===== src/rtl/dmem_pkg.sv =====
// dmem_pkg: shared types and helpers for the byte-wide data memory sequencer.
//   size_e      - access size encoding as presented on req_size
//   seq_state_e - sequencer FSM states
//   size_bytes  - number of memory byte cycles for an access size
package dmem_pkg;

  typedef enum logic [1:0] {
    BYTE = 2'b00,
    HALF = 2'b01,
    WORD = 2'b10,
    RSVD = 2'b11
  } size_e;

  typedef enum logic [1:0] {
    IDLE = 2'b00,
    XFER = 2'b01,
    DONE = 2'b10
  } seq_state_e;

  // The reserved size reports 4 so the range arithmetic stays well defined;
  // such a request is rejected regardless of the byte count.
  function automatic logic [2:0] size_bytes(size_e s);
    case (s)
      BYTE:    size_bytes = 3'd1;
      HALF:    size_bytes = 3'd2;
      WORD:    size_bytes = 3'd4;
      default: size_bytes = 3'd4;
    endcase
  endfunction

endpackage


===== src/rtl/dmem_byte_seq.sv =====
// dmem_byte_seq: splits one byte/half/word load or store into little-endian
// single-byte cycles on a byte-wide memory, reassembles and extends loads,
// and rejects out-of-range or reserved-size requests without touching memory.
//
// Ports:
//   clk, rst_n                 clock, asynchronous active-low reset
//   req_valid / req_ready      request handshake (accepted when both high)
//   req_we, req_size,          store flag, size (00 B, 01 H, 10 W, 11 rsvd),
//   req_unsigned               zero-extend loads
//   req_addr, req_wdata        start byte address (any alignment), store data
//   rsp_valid                  one-cycle completion pulse
//   rsp_err, rsp_rdata         error flag and extended load data (0 otherwise)
//   mem_we, mem_a, mem_wd      memory write enable, address, write data
//   mem_rd                     memory combinational read data
module dmem_byte_seq
  import dmem_pkg::*;
#(
  parameter int                       ADDRESS_WIDTH = 32,
  parameter logic [ADDRESS_WIDTH-1:0] MEM_TOP       = 'h1FFFF
) (
  input  logic                     clk,
  input  logic                     rst_n,
  input  logic                     req_valid,
  output logic                     req_ready,
  input  logic                     req_we,
  input  logic [1:0]               req_size,
  input  logic                     req_unsigned,
  input  logic [ADDRESS_WIDTH-1:0] req_addr,
  input  logic [31:0]              req_wdata,
  output logic                     rsp_valid,
  output logic                     rsp_err,
  output logic [31:0]              rsp_rdata,
  output logic                     mem_we,
  output logic [ADDRESS_WIDTH-1:0] mem_a,
  output logic [7:0]               mem_wd,
  input  logic [7:0]               mem_rd
);

  localparam int AW1 = ADDRESS_WIDTH + 1;

  seq_state_e               state_q, state_d;
  logic                     we_q, we_d;
  size_e                    size_q, size_d;
  logic                     uns_q, uns_d;
  logic [ADDRESS_WIDTH-1:0] addr_q, addr_d;
  logic [31:0]              wdata_q, wdata_d;
  logic [31:0]              rdata_q, rdata_d;
  logic [1:0]               idx_q, idx_d;
  logic                     err_q, err_d;

  logic [2:0]               req_n;
  logic [AW1-1:0]           req_last;
  logic                     req_err;
  logic [1:0]               last_idx;
  logic [31:0]              load_ext;

  // Range check of the incoming request. The extra top bit keeps an access
  // that wraps past the end of the address space from looking in range.
  always_comb begin
    req_n    = size_bytes(size_e'(req_size));
    req_last = {1'b0, req_addr} + AW1'(req_n) - AW1'(1);
    req_err  = (req_last > {1'b0, MEM_TOP}) || (size_e'(req_size) == RSVD);
    last_idx = 2'(size_bytes(size_q) - 3'd1);
  end

  // State and datapath registers; reset abandons any access in flight.
  always_ff @(posedge clk or negedge rst_n) begin
    if (!rst_n) begin
      state_q <= IDLE;
      we_q    <= 1'b0;
      size_q  <= BYTE;
      uns_q   <= 1'b0;
      addr_q  <= '0;
      wdata_q <= '0;
      rdata_q <= '0;
      idx_q   <= '0;
      err_q   <= 1'b0;
    end else begin
      state_q <= state_d;
      we_q    <= we_d;
      size_q  <= size_d;
      uns_q   <= uns_d;
      addr_q  <= addr_d;
      wdata_q <= wdata_d;
      rdata_q <= rdata_d;
      idx_q   <= idx_d;
      err_q   <= err_d;
    end
  end

  // Next-state logic: latch the request in IDLE, walk one byte per cycle in
  // XFER capturing load bytes into their lanes, then a single DONE cycle.
  always_comb begin
    state_d = state_q;
    we_d    = we_q;
    size_d  = size_q;
    uns_d   = uns_q;
    addr_d  = addr_q;
    wdata_d = wdata_q;
    rdata_d = rdata_q;
    idx_d   = idx_q;
    err_d   = err_q;
    case (state_q)
      IDLE: begin
        if (req_valid) begin
          we_d    = req_we;
          size_d  = size_e'(req_size);
          uns_d   = req_unsigned;
          addr_d  = req_addr;
          wdata_d = req_wdata;
          rdata_d = '0;
          idx_d   = '0;
          err_d   = req_err;
          state_d = req_err ? DONE : XFER;
        end
      end
      XFER: begin
        if (!we_q) begin
          rdata_d[{idx_q, 3'b000} +: 8] = mem_rd;
        end
        idx_d = idx_q + 2'd1;
        if (idx_q == last_idx) begin
          state_d = DONE;
        end
      end
      DONE: begin
        state_d = IDLE;
      end
      default: begin
        state_d = IDLE;
      end
    endcase
  end

  // Load extension from the captured lanes; words pass straight through.
  always_comb begin
    case (size_q)
      BYTE:    load_ext = uns_q ? {24'h0, rdata_q[7:0]}
                                : {{24{rdata_q[7]}}, rdata_q[7:0]};
      HALF:    load_ext = uns_q ? {16'h0, rdata_q[15:0]}
                                : {{16{rdata_q[15]}}, rdata_q[15:0]};
      default: load_ext = rdata_q;
    endcase
  end

  // Outputs decode registered state only, so nothing on req_* or mem_rd
  // reaches an output combinationally.
  always_comb begin
    req_ready = (state_q == IDLE);
    rsp_valid = (state_q == DONE);
    rsp_err   = (state_q == DONE) && err_q;
    rsp_rdata = ((state_q == DONE) && !err_q && !we_q) ? load_ext : 32'h0;
    mem_we    = (state_q == XFER) && we_q;
    mem_a     = (state_q == XFER) ? addr_q + ADDRESS_WIDTH'(idx_q) : '0;
    mem_wd    = (state_q == XFER) ? wdata_q[{idx_q, 3'b000} +: 8] : 8'h00;
  end

endmodule


===== config.mk =====
export PLATFORM = sky130hd
export DESIGN_NAME = dmem_byte_seq
export DESIGN_NICKNAME = d
export VERILOG_FILES = /design/src/rtl/dmem_pkg.sv /design/src/rtl/dmem_byte_seq.sv
export SDC_FILE = /design/constraint.sdc
export NUM_CORES = 1
export LEC_CHECK = 0
export ABC_CLOCK_PERIOD_IN_PS = 5900
export BUFFER_PORTS_ARGS = -buffer_cell sky130_fd_sc_hd__buf_2
export CELL_PAD_IN_SITES_DETAIL_PLACEMENT = 0
export CELL_PAD_IN_SITES_GLOBAL_PLACEMENT = 2
export CORE_MARGIN = 2
export CORE_UTILIZATION = 30
export CTS_CLUSTER_SIZE = 20
export DETAILED_ROUTE_END_ITERATION = 12
export PLACE_DENSITY_LB_ADDON = 0.1
export REMOVE_ABC_BUFFERS = 1
export SLEW_MARGIN = 30
export SYNTH_ARGS = -nofsm -noshare
export SYNTH_HDL_FRONTEND = slang
export SYNTH_SLANG_ARGS = --single-unit
export TNS_END_PERCENT = 5

===== constraint.sdc =====
create_clock -name clk -period 5.9 [get_ports clk]
set_input_delay 1.18 -clock clk [delete_from_list [all_inputs] [get_ports clk]]
set_output_delay 1.18 -clock clk [all_outputs]
set_load 0.02 [all_outputs]

==> results of run 1 <==
cells in the final DEF, fill, tap and decap left out, types with 3 or more instances in the layout:
cell / Yosys / final
nor2b_1: 5 / 5
a21o_1: 4 / 4
o22ai_1: 3 / 3
a21oi_2: 4 / 4
dfrtp_1: 105 / 105
mux4_2: 8 / 8
o211ai_1: 7 / 7
inv_1: 64 / 64
nor3_1: 6 / 6
clkinv_4: 0 / 3
o21ai_0: 65 / 65
xnor2_1: 12 / 12
a22o_1: 16 / 16
o21a_1: 9 / 9
and2_1: 24 / 24
xor2_1: 21 / 21
nor2_1: 50 / 50
ha_1: 41 / 41
a211oi_1: 3 / 3
and4_1: 4 / 4
or3_1: 5 / 5
mux2i_1: 3 / 3
o21ai_1: 10 / 8
o2bb2ai_1: 3 / 3
nand2_1: 224 / 223
buf_4: 0 / 7
a21oi_1: 64 / 64
and3_1: 7 / 7
buf_2: 5 / 153
clkbuf_16: 0 / 9
nand3_1: 13 / 13
nand2b_1: 9 / 9
nand4_1: 14 / 14
per-stage QoR:
| stage | hold WS, ns | cell area [µm²] | utilization, % | instances | worst slack [ns] |
|---|---|---|---|---|---|
| 5_1_grt | 0.499 | 8440 | 36.3 | 1334 | 0.641 |
| 3_5_place_dp | 0.461 | 8140 | 35.0 | 1319 | 1.34 |
| 6_report | 0.471 | 8440 | 36.3 | 1334 | 1.10 |
| 2_1_floorplan | 0.440 | 6890 | - | 840 | 1.87 |
| 3_3_place_gp | 0.454 | 8120 | 34.9 | 1319 | 1.41 |
| 4_1_cts | 0.479 | 8410 | 36.2 | 1334 | 1.01 |
registers in the layout, indices dropped and copies added (netlist names):
name,count
addr_q,32
idx_q,2
rdata_q,32
wdata_q,32
size_q,2
uns_q,1
state_q,2
we_q,1
err_q,1
power by group through the flow:
stage          clock network, µW  logic, µW  registers, µW
2_1_floorplan                  0        259            832
3_3_place_gp                   0        392            848
3_5_place_dp                   0        388            848
4_1_cts                      603        390            834
5_1_grt                      629        439            844
6_report                     576        384            833
metal layers:
layer / global-route usage, % / wire, µm / vias up
li1: - / - / 3275
met2: 29.3 / 10100 / 137
met1: 23.0 / 9570 / 2970
met5: 0 / 0 / -
met4: 5.45 / 371 / 0
met3: 1.93 / 889 / 20
kinds of logic after synthesis:
| logic type | count (synthesis) |
|---|---|
| AOI/OAI and AO/OA | 211 |
| xor gates and xnor gates | 33 |
| adders and majority gates | 43 |
| buffers and inverters | 104 |
| DFF | 105 |
| muxes | 13 |
| and+or+nand+nor | 371 |
cell type report:
class / count / area, µm²
clock buffer: 9 / 225
sequential: 105 / 2630
timing repair buffer: 160 / 818
inverter: 64 / 240
clock inverter: 6 / 51.3
tap: 319 / 399
fill: 2562 / 14800
multi-input combinational: 671 / 4080
worst max-delay path: cells and delay by family, from the launching register on:
| family | cells | cell delay, ns |
|---|---|---|
| AOI/OAI and AO/OA | 1 | 0.14 |
| DFF | 1 | 0.64 |
| xor gates and xnor gates | 1 | 0.16 |
| adders and majority gates | 1 | 0.42 |
| and+or+nand+nor | 6 | 1.74 |
| buffers and inverters | 1 | 0.18 |
worst paths after layout:
path,start,to,slack (ns)
max in group asynchronous,rst_n,wdata_q[17],3.86
worst min-delay path,wdata_q[25],wdata_q[25],0.47
min in group asynchronous,rst_n,rdata_q[26],0.84
worst min register to register,wdata_q[25],wdata_q[25],0.47
worst max-delay path,idx_q[1],mem_a[29],1.10
worst max register to register,state_q[0],rdata_q[25],2.89
==> flow_summary_export.csv, run 1 <==
group,metric,value,unit
outcome,status,"finished clean",
floorplanning,io_pins,155,
logic_synthesis,seq_area_frac_synth,37.3,%
critical_path,crit_type,"flop to primary output",
final_layout,syn_to_final_growth,19.8,%
logic_synthesis,synthCells,880,
detailed_routing,wl_per_cell,15.7,µm
detailed_routing,final_antenna_net_count,0,
logic_synthesis,muxShareOfSynthArea,3.30,%
critical_path,critPathLaunchType,"flop",
timing,setup_viol,0,
final_layout,drive_gt1_share,19.8,%
timing,maxSlewViolCount,0,
cts,post_cts_resize_count,0,
detailed_routing,drc,0,
cts,clk_latency,0.35,ns
logic_synthesis,ys_top_cells_by_count,"nand2_1 (224), dfrtp_1 (105), o21ai_0 (65)",
timing,fin_skew,0.0100,ns
global_routing,grt_use_total,17.2,%
logic_synthesis,synth_top_area_cell,"dfrtp_1",
cts,clk_pin_slew_worst_paths,0.07,ns
logic_synthesis,synth_top_family_by_area,"simple AND/OR/NAND/NOR gates",
placed_design,gp_congestion,0.851,
logic_synthesis,postSynth.asyncResetShare,100,%
logic_synthesis,syn-mean-instance-area,8.00,µm²
timing,rsz0062_at_grt,"false",
logic_synthesis,syn-cell-area,7040,µm²
floorplanning,die_x,157,µm
pwr,p_per_area,212,nW/µm²
global_routing,grt_pass1_vias,6204,
cts,cts_setup_buffers,0,
logic_synthesis,synth_compound_area_share,18.5,%
floorplanning,core,23300,µm²
logic_synthesis,synth_cell_types,61,
logic_synthesis,synthSimpleGateAreaFrac,23.3,%
timing,slew_headroom,38.0,%
timing,fin_setup_tns,0,ns
critical_path,crit_required,4.72,ns
pwr,peakVddDrop,106,µV
logic_synthesis,synth_xor_area_share,4.10,%
min_path,hold_depth,2,
pwr,switchingPower,574,µW
detailed_routing,vias_per_cell,4.80,
global_routing,grt_pass1_wl,33.2,mm
detailed_routing,drt_iter0_drc,206,
cts,cts_tree,"yes",
logic_synthesis,synth_edf_count,0,
global_routing,grt_max_degree,104,
timing,period_share,81.4,%
cts,root_buffer,"clkbuf_16",
critical_path,path_max_fanout,14,
timing,hold_viol_final,0,
global_routing,grt_overflow,0,
timing,post-route-min-period,4.80,ns
placed_design,portBuffers,154,
cts,cts_max_path_buffers,2,
pwr,power.total,1790,µW
pwr,p_clk_share,32.1,%
final_layout,nets,1133,
min_path,worstHoldPathType,"flop to flop",
timing,timing.fmax,208,MHz
logic_synthesis,yosysWarningCount,0,
critical_path,endpoint_kind,"primary output",
pwr,p_sw_share,32.0,%
floorplanning,die_h,157,µm
run,maxCapViolations,0,
final_layout,insertedDiodeCount,0,
logic_synthesis,synth_area_leaders,"dfrtp_1 (37%), nand2_1 (12%), ha_1 (7.3%)",
floorplanning,dieArea,24700,µm²
pwr,power_frac_seq,46.5,%
pwr,leakage,0.00405,µW
critical_path,crit_chain,"ha_1 > a21o_1 > and4_1 > nor2b_1 > nand4_1 > nor3_1 > nand3_1 > xor2_1 > nor2_1 > buf_2",
detailed_routing,wl,20.9,mm
detailed_routing,drt-pass1-iter-count,4,
critical_path,crit_path_max_incr_delay,0.64,ns
logic_synthesis,synth_flop_cell,"dfrtp_1",
logic_synthesis,synth-adder-area-share,7.85,%
cts,cts_sinks,105,
cts,cts_buffers,9,
placed_design,dp.final_hpwl,16.4,mm
floorplanning,start_util,30.3,%
cts,cts_hold_buffers,0,
detailed_routing,vias,6402,
logic_synthesis,synth_most_common_cell,"nand2_1",
logic_synthesis,synth_seq_cells,105,
pwr,p_int,1220,µW
critical_path,worst_r2r_path_depth,5,
critical_path,critPathSlowestCell,"dfrtp_1",
pwr,pwr-share-comb,21.4,%
timing,worst_pin_slew,0.923,ns
global_routing,antenna_found_initial,0,
critical_path,cp.arrival,3.62,ns
floorplanning,rows,56,
logic_synthesis,synth_top_area_share,37.3,%
cts,htree_levels,3,
(Power assumes the default switching activity.)
==> run 2, diff against run 1 <==
ABC_AREA = 1   (was not set)
ABC_CLOCK_PERIOD_IN_PS = 4130   (was 5900)
CORE_UTILIZATION = 27   (was 30)
clock period = 4.13 ns   (was 5.9 ns; I/O delays follow)
==> flow_summary_export.csv, run 2 <==
group,metric,value,unit
critical_path,path_max_fanout,4,
pwr,p_int,1750,µW
logic_synthesis,synthCells,1313,
cts,root_buffer,"clkbuf_16",
cts,clk_latency,0.36,ns
pwr,p_per_area,278,nW/µm²
timing,timing.fmax,271,MHz
pwr,pwr-share-comb,24.9,%
critical_path,crit_type,"flop to primary output",
global_routing,grt_max_degree,104,
timing,maxSlewViolCount,0,
pwr,p_clk_share,30.9,%
cts,cts_sinks,105,
pwr,peakVddDrop,175,µV
global_routing,grt_use_total,17.9,%
placed_design,gp_congestion,0.797,
global_routing,grt_overflow,0,
logic_synthesis,synth_top_area_share,31.8,%
logic_synthesis,postSynth.asyncResetShare,100,%
detailed_routing,drc,0,
final_layout,syn_to_final_growth,18.1,%
floorplanning,core,30300,µm²
logic_synthesis,seq_area_frac_synth,31.8,%
cts,post_cts_resize_count,0,
logic_synthesis,synth_edf_count,0,
detailed_routing,wl,28.3,mm
timing,slew_headroom,37.1,%
floorplanning,dieArea,32000,µm²
cts,cts_setup_buffers,0,
pwr,power_frac_seq,44.1,%
outcome,status,"finished clean",
pwr,p_sw_share,35.4,%
logic_synthesis,synth_flop_cell,"dfrtp_1",
final_layout,final_util,32.1,%
placed_design,dp.final_hpwl,22.7,mm
global_routing,grt_pass1_vias,8027,
logic_synthesis,synth_cell_types,41,
logic_synthesis,synth_most_common_cell,"nand2_1",
floorplanning,die_x,179,µm
final_layout,nets,1576,
global_routing,grt_pass1_wl,43.6,mm
cts,htree_levels,3,
final_layout,multi_input_area,4600,µm²
floorplanning,die_h,179,µm
timing,worst_pin_slew,0.937,ns
placed_design,postPlaceCellArea,9470,µm²
final_layout,seqCellArea,2630,µm²
pwr,leakage,0.00530,µW
critical_path,crit_required,3.30,ns
critical_path,endpoint_kind,"primary output",
logic_synthesis,syn-cell-area,8260,µm²
detailed_routing,vias,8212,
timing,rsz0062_at_grt,"false",
detailed_routing,wl_per_cell,15.2,µm
detailed_routing,vias_per_cell,4.43,
final_layout,insertedDiodeCount,0,
floorplanning,start_util,27.2,%
detailed_routing,drt_iter0_drc,388,
cts,cts_buffers,9,
timing,fin_skew,0.0100,ns
timing,fin_setup_tns,0,ns
logic_synthesis,syn-mean-instance-area,6.29,µm²
logic_synthesis,ys_top_cells_by_count,"nand2_1 (418), inv_1 (224), nor2_1 (127)",
cts,cts_tree,"yes",
final_layout,nFillCells,3482,
final_layout,final_common_cell,"nand2_1",
final_layout,post-route-cell-area,9750,µm²
logic_synthesis,synth_seq_cells,105,
final_layout,reg.largest.list,"addr_q: 32 flops, rdata_q: 32 flops, wdata_q: 32 flops",
cts,clk_pin_slew_worst_paths,0.08,ns
pwr,switchingPower,958,µW
critical_path,critPathLaunchType,"flop",
detailed_routing,final_antenna_net_count,0,
floorplanning,io_pins,155,
timing,hold_viol_final,0,
timing,period_share,89.5,%
floorplanning,rows,64,
detailed_routing,drt-pass1-iter-count,5,
run,maxCapViolations,0,
cts,cts_hold_buffers,0,
critical_path,worst_r2r_path_depth,11,
global_routing,antenna_found_initial,0,
placed_design,portBuffers,154,
cts,cts_max_path_buffers,2,
timing,post-route-min-period,3.70,ns
min_path,worstHoldPathType,"primary input to async pin",
critical_path,cp.arrival,2.87,ns
logic_synthesis,synth_top_area_cell,"dfrtp_1",
final_layout,drive_gt1_share,16.2,%
logic_synthesis,synth_area_leaders,"dfrtp_1 (32%), nand2_1 (19%), inv_1 (10%)",
timing,setup_viol,0,
final_layout,mostFrequentLayoutCells,"nand2_1 (418), inv_1 (224), buf_2 (153), nor2_1 (127), dfrtp_1 (105)",
logic_synthesis,yosysWarningCount,0,
==> run 2: cell count changes after synthesis, moves of 10 or more <==
cell and change:
o21ai_0 +24, nand2_1 +194, inv_1 +160, a22o_1 -16, inv_2 +11, and2_1 -22, nor2_2 +14, nand3_1 +64
xor2_1 -17, nor3_1 +15, nor2_1 +77, xnor2_1 -10
==> run 2: metal layers <==
layer | up-vias | wire [µm] | share of wire [%] | track usage (%)
met4 | 0 | 314 | 1.1 | 3.96
li1 | 4369 | - | - | -
met1 | 3727 | 13000 | 46 | 23.2
met3 | 17 | 780 | 2.8 | 1.59
met2 | 99 | 14100 | 50 | 32.1
met5 | - | 0 | 0 | 0
==> run 2: logic make-up after synthesis <==
group | after synthesis | share of synthesized area, %
adder cells (fa/ha/maj) | 43 | 6.69
AND/OR/NAND/NOR | 708 | 36.9
buffers and inverters | 273 | 12.6
flip-flops | 105 | 31.8
AO/OA/AOI/OAI | 178 | 11.3
XOR/XNOR | 6 | 0.636
==> run 2: stage by stage <==
stage	hold slack [ns]	instances	total power (µW)	setup WS, ns
2_1_floorplan	0.444	1280	1650	0.783
3_3_place_gp	0.460	1839	1900	0.727
3_5_place_dp	0.460	1839	1900	0.649
4_1_cts	0.476	1855	2760	0.369
5_1_grt	0.500	1855	2910	0.136
6_report	0.462	1855	2710	0.434
==> run 2: area by class of cell <==
type / count / area share (%)
clock buffers: 9 / 2.31
clock inverters: 7 / 0.539
inverters: 240 / 9.24
multi-input cells: 935 / 47.1
flip-flops and latches: 105 / 26.9
well taps: 396 / 5.08
repair buffers: 163 / 8.79
==> run 2: power by group through the flow <==
| stage | logic, µW | clock network (µW) | registers [µW] |
|---|---|---|---|
| 3_5_place_dp | 686 | 0 | 1210 |
| 2_1_floorplan | 454 | 0 | 1190 |
| 4_1_cts | 690 | 873 | 1190 |
| 3_3_place_gp | 688 | 0 | 1210 |
| 5_1_grt | 790 | 908 | 1210 |
| 6_report | 675 | 837 | 1190 |
==> run 2: path summary, 6_finish.rpt <==
path,from,endpoint,slack (ns)
min in group clk,wdata_q[14],wdata_q[14],0.48
min,rst_n,rdata_q[13],0.46
max,idx_q[0],mem_a[20],0.43
max in group asynchronous,rst_n,addr_q[17],2.88
max reg2reg,state_q[0],rdata_q[18],1.15
min reg2reg,wdata_q[14],wdata_q[14],0.48
==> run 2: worst max-delay path, stage by stage, from the launching register on <==
cell	delay [ns]
dfrtp_1	0.41
ha_1	0.21
fa_1	0.19
nand2_1	0.10
nor2_2	0.12
nand2_2	0.10
nor3_4	0.20
nand4_2	0.15
nor2_2	0.13
nand3_1	0.14
nor2_1	0.16
a21oi_1	0.08
nor3_1	0.27
buf_2	0.23
==> run 3, diff against run 2 <==
CELL_PAD_IN_SITES_DETAIL_PLACEMENT = not set   (was 0)
CELL_PAD_IN_SITES_GLOBAL_PLACEMENT = not set   (was 2)
CORE_UTILIZATION = 30   (was 27)
==> flow_summary_export.csv, run 3 (synthesized netlist as in run 2, its figures left out) <==
group,metric,value,unit
outcome,status,"finished clean",
detailed_routing,wl,26.7,mm
cts,cts_buffers,9,
global_routing,grt_pass1_vias,7885,
cts,clk_latency,0.35,ns
pwr,power_frac_seq,41.9,%
timing,whs,0.479,ns
detailed_routing,vias,8250,
cts,cts_setup_buffers,0,
final_layout,mostFrequentLayoutCells,"nand2_1 (418), inv_1 (224), buf_2 (153), nor2_1 (127), dfrtp_1 (105)",
critical_path,endpoint_kind,"primary output",
critical_path,crit_type,"flop to primary output",
final_layout,reg.largest.list,"addr_q: 32 flops, rdata_q: 32 flops, wdata_q: 32 flops",
detailed_routing,drt_iter0_drc,678,
run,maxCapViolations,0,
critical_path,critPathLaunchType,"flop",
final_layout,multi_input_area,4590,µm²
final_layout,insertedDiodeCount,0,
cts,cts_sinks,105,
timing,worst_pin_slew,0.840,ns
floorplanning,dieArea,28900,µm²
timing,slew_headroom,43.5,%
detailed_routing,vias_per_cell,4.58,
cts,clk_pin_slew_worst_paths,0.07,ns
cts,root_buffer,"clkbuf_16",
placed_design,dp.final_hpwl,21.5,mm
cts,cts_tree,"yes",
timing,timing.fmax,279,MHz
placed_design,portBuffers,154,
final_layout,syn_to_final_growth,17.9,%
cts,htree_levels,3,
global_routing,grt_overflow,0,
placed_design,gp_congestion,0.930,
floorplanning,io_pins,155,
global_routing,grt_use_total,18.7,%
pwr,switchingPower,928,µW
detailed_routing,drt-pass1-iter-count,7,
pwr,p_int,1930,µW
timing,setup_ws,0.546,ns
critical_path,cp.arrival,2.76,ns
final_layout,seqCellArea,2630,µm²
timing,rsz0062_at_grt,"false",
detailed_routing,drc,0,
timing,setup_viol,0,
floorplanning,die_h,170,µm
timing,period_share,86.8,%
pwr,p_per_area,293,nW/µm²
detailed_routing,wl_per_cell,14.8,µm
final_layout,drive_gt1_share,16.2,%
global_routing,grt_pass1_wl,42.3,mm
pwr,leakage,0.00532,µW
global_routing,grt_max_degree,104,
pwr,peakVddDrop,130,µV
final_layout,instances_no_fill,1800,
min_path,worstHoldPathType,"flop to flop",
timing,post-route-min-period,3.58,ns
pwr,p_clk_share,34.6,%
cts,cts_hold_buffers,0,
timing,fin_skew,0.00869,ns
floorplanning,die_x,170,µm
pwr,p_sw_share,32.5,%
cts,cts_max_path_buffers,2,
floorplanning,start_util,30.6,%
critical_path,path_max_fanout,4,
min_path,hold_depth,2,
detailed_routing,final_antenna_net_count,0,
final_layout,final_common_cell,"nand2_1",
pwr,pwr-share-comb,23.5,%
critical_path,worst_r2r_path_depth,7,
final_layout,nFillCells,3041,
timing,maxSlewViolCount,0,
timing,fin_setup_tns,0,ns
timing,hold_viol_final,0,
floorplanning,rows,60,
placed_design,dp.cells,1784,
final_layout,nets,1576,
placed_design,place_ws,0.685,ns
critical_path,r2r_slack,1.47,ns
global_routing,antenna_found_initial,0,
floorplanning,core,27000,µm²
critical_path,crit_required,3.30,ns
cts,post_cts_resize_count,0,
-- run 3: critical path, stage by stage (launching register included) --
cell and delay [ns]:
dfrtp_1 0.38, ha_1 0.20, fa_1 0.20, nand2_1 0.10, nor2_2 0.12, nand2_2 0.09
nor3_4 0.20, nand4_2 0.17, nor2_2 0.13, nand3_1 0.13, nor2_1 0.15, a21oi_1 0.08
nor3_1 0.23, buf_2 0.22
-- run 3: final timing paths --
check,from,to
setup / recovery,idx_q[0],mem_a[20]
hold / removal,wdata_q[15],wdata_q[15]
setup reg to reg,idx_q[0],rdata_q[18]
hold reg to reg,wdata_q[15],wdata_q[15]
max in group asynchronous,rst_n,addr_q[19]
min in group asynchronous,rst_n,rdata_q[8]
-- run 3: cell type report --
type / count / area share, %
multi-input combinational: 935 / 47.1
sequential: 105 / 27.0
tap: 341 / 4.38
clock buffer: 9 / 2.31
inverter: 240 / 9.24
clock inverter: 7 / 1.19
timing repair buffer: 163 / 8.80
-- run 3: stage by stage --
step | power [µW] | util [%] | area, µm²
after floorplan | 1650 | - | 8120
after global placement | 1890 | 34.8 | 9400
after detailed placement | 1890 | 34.8 | 9400
after CTS | 2890 | 36.0 | 9740
after global routing | 3060 | 36.1 | 9740
final | 2850 | 36.1 | 9740
-- run 3: routing by layer --
metal / track usage [%] / wire, µm / vias up
met4: 5.65 / 456 / 0
met2: 31.3 / 12400 / 165
li1: - / - / 4371
met3: 1.65 / 923 / 27
met1: 25.8 / 12900 / 3687
met5: 0 / 0 / -
-- run 3: power groups by stage --
| stage | registers (µW) | clock network [µW] | logic (µW) |
|---|---|---|---|
| after detailed placement | 1210 | 0 | 677 |
| after global routing | 1210 | 1060 | 779 |
| after global placement | 1210 | 0 | 676 |
| after floorplan | 1190 | 0 | 454 |
| final | 1200 | 988 | 671 |
| after CTS | 1190 | 1020 | 680 |
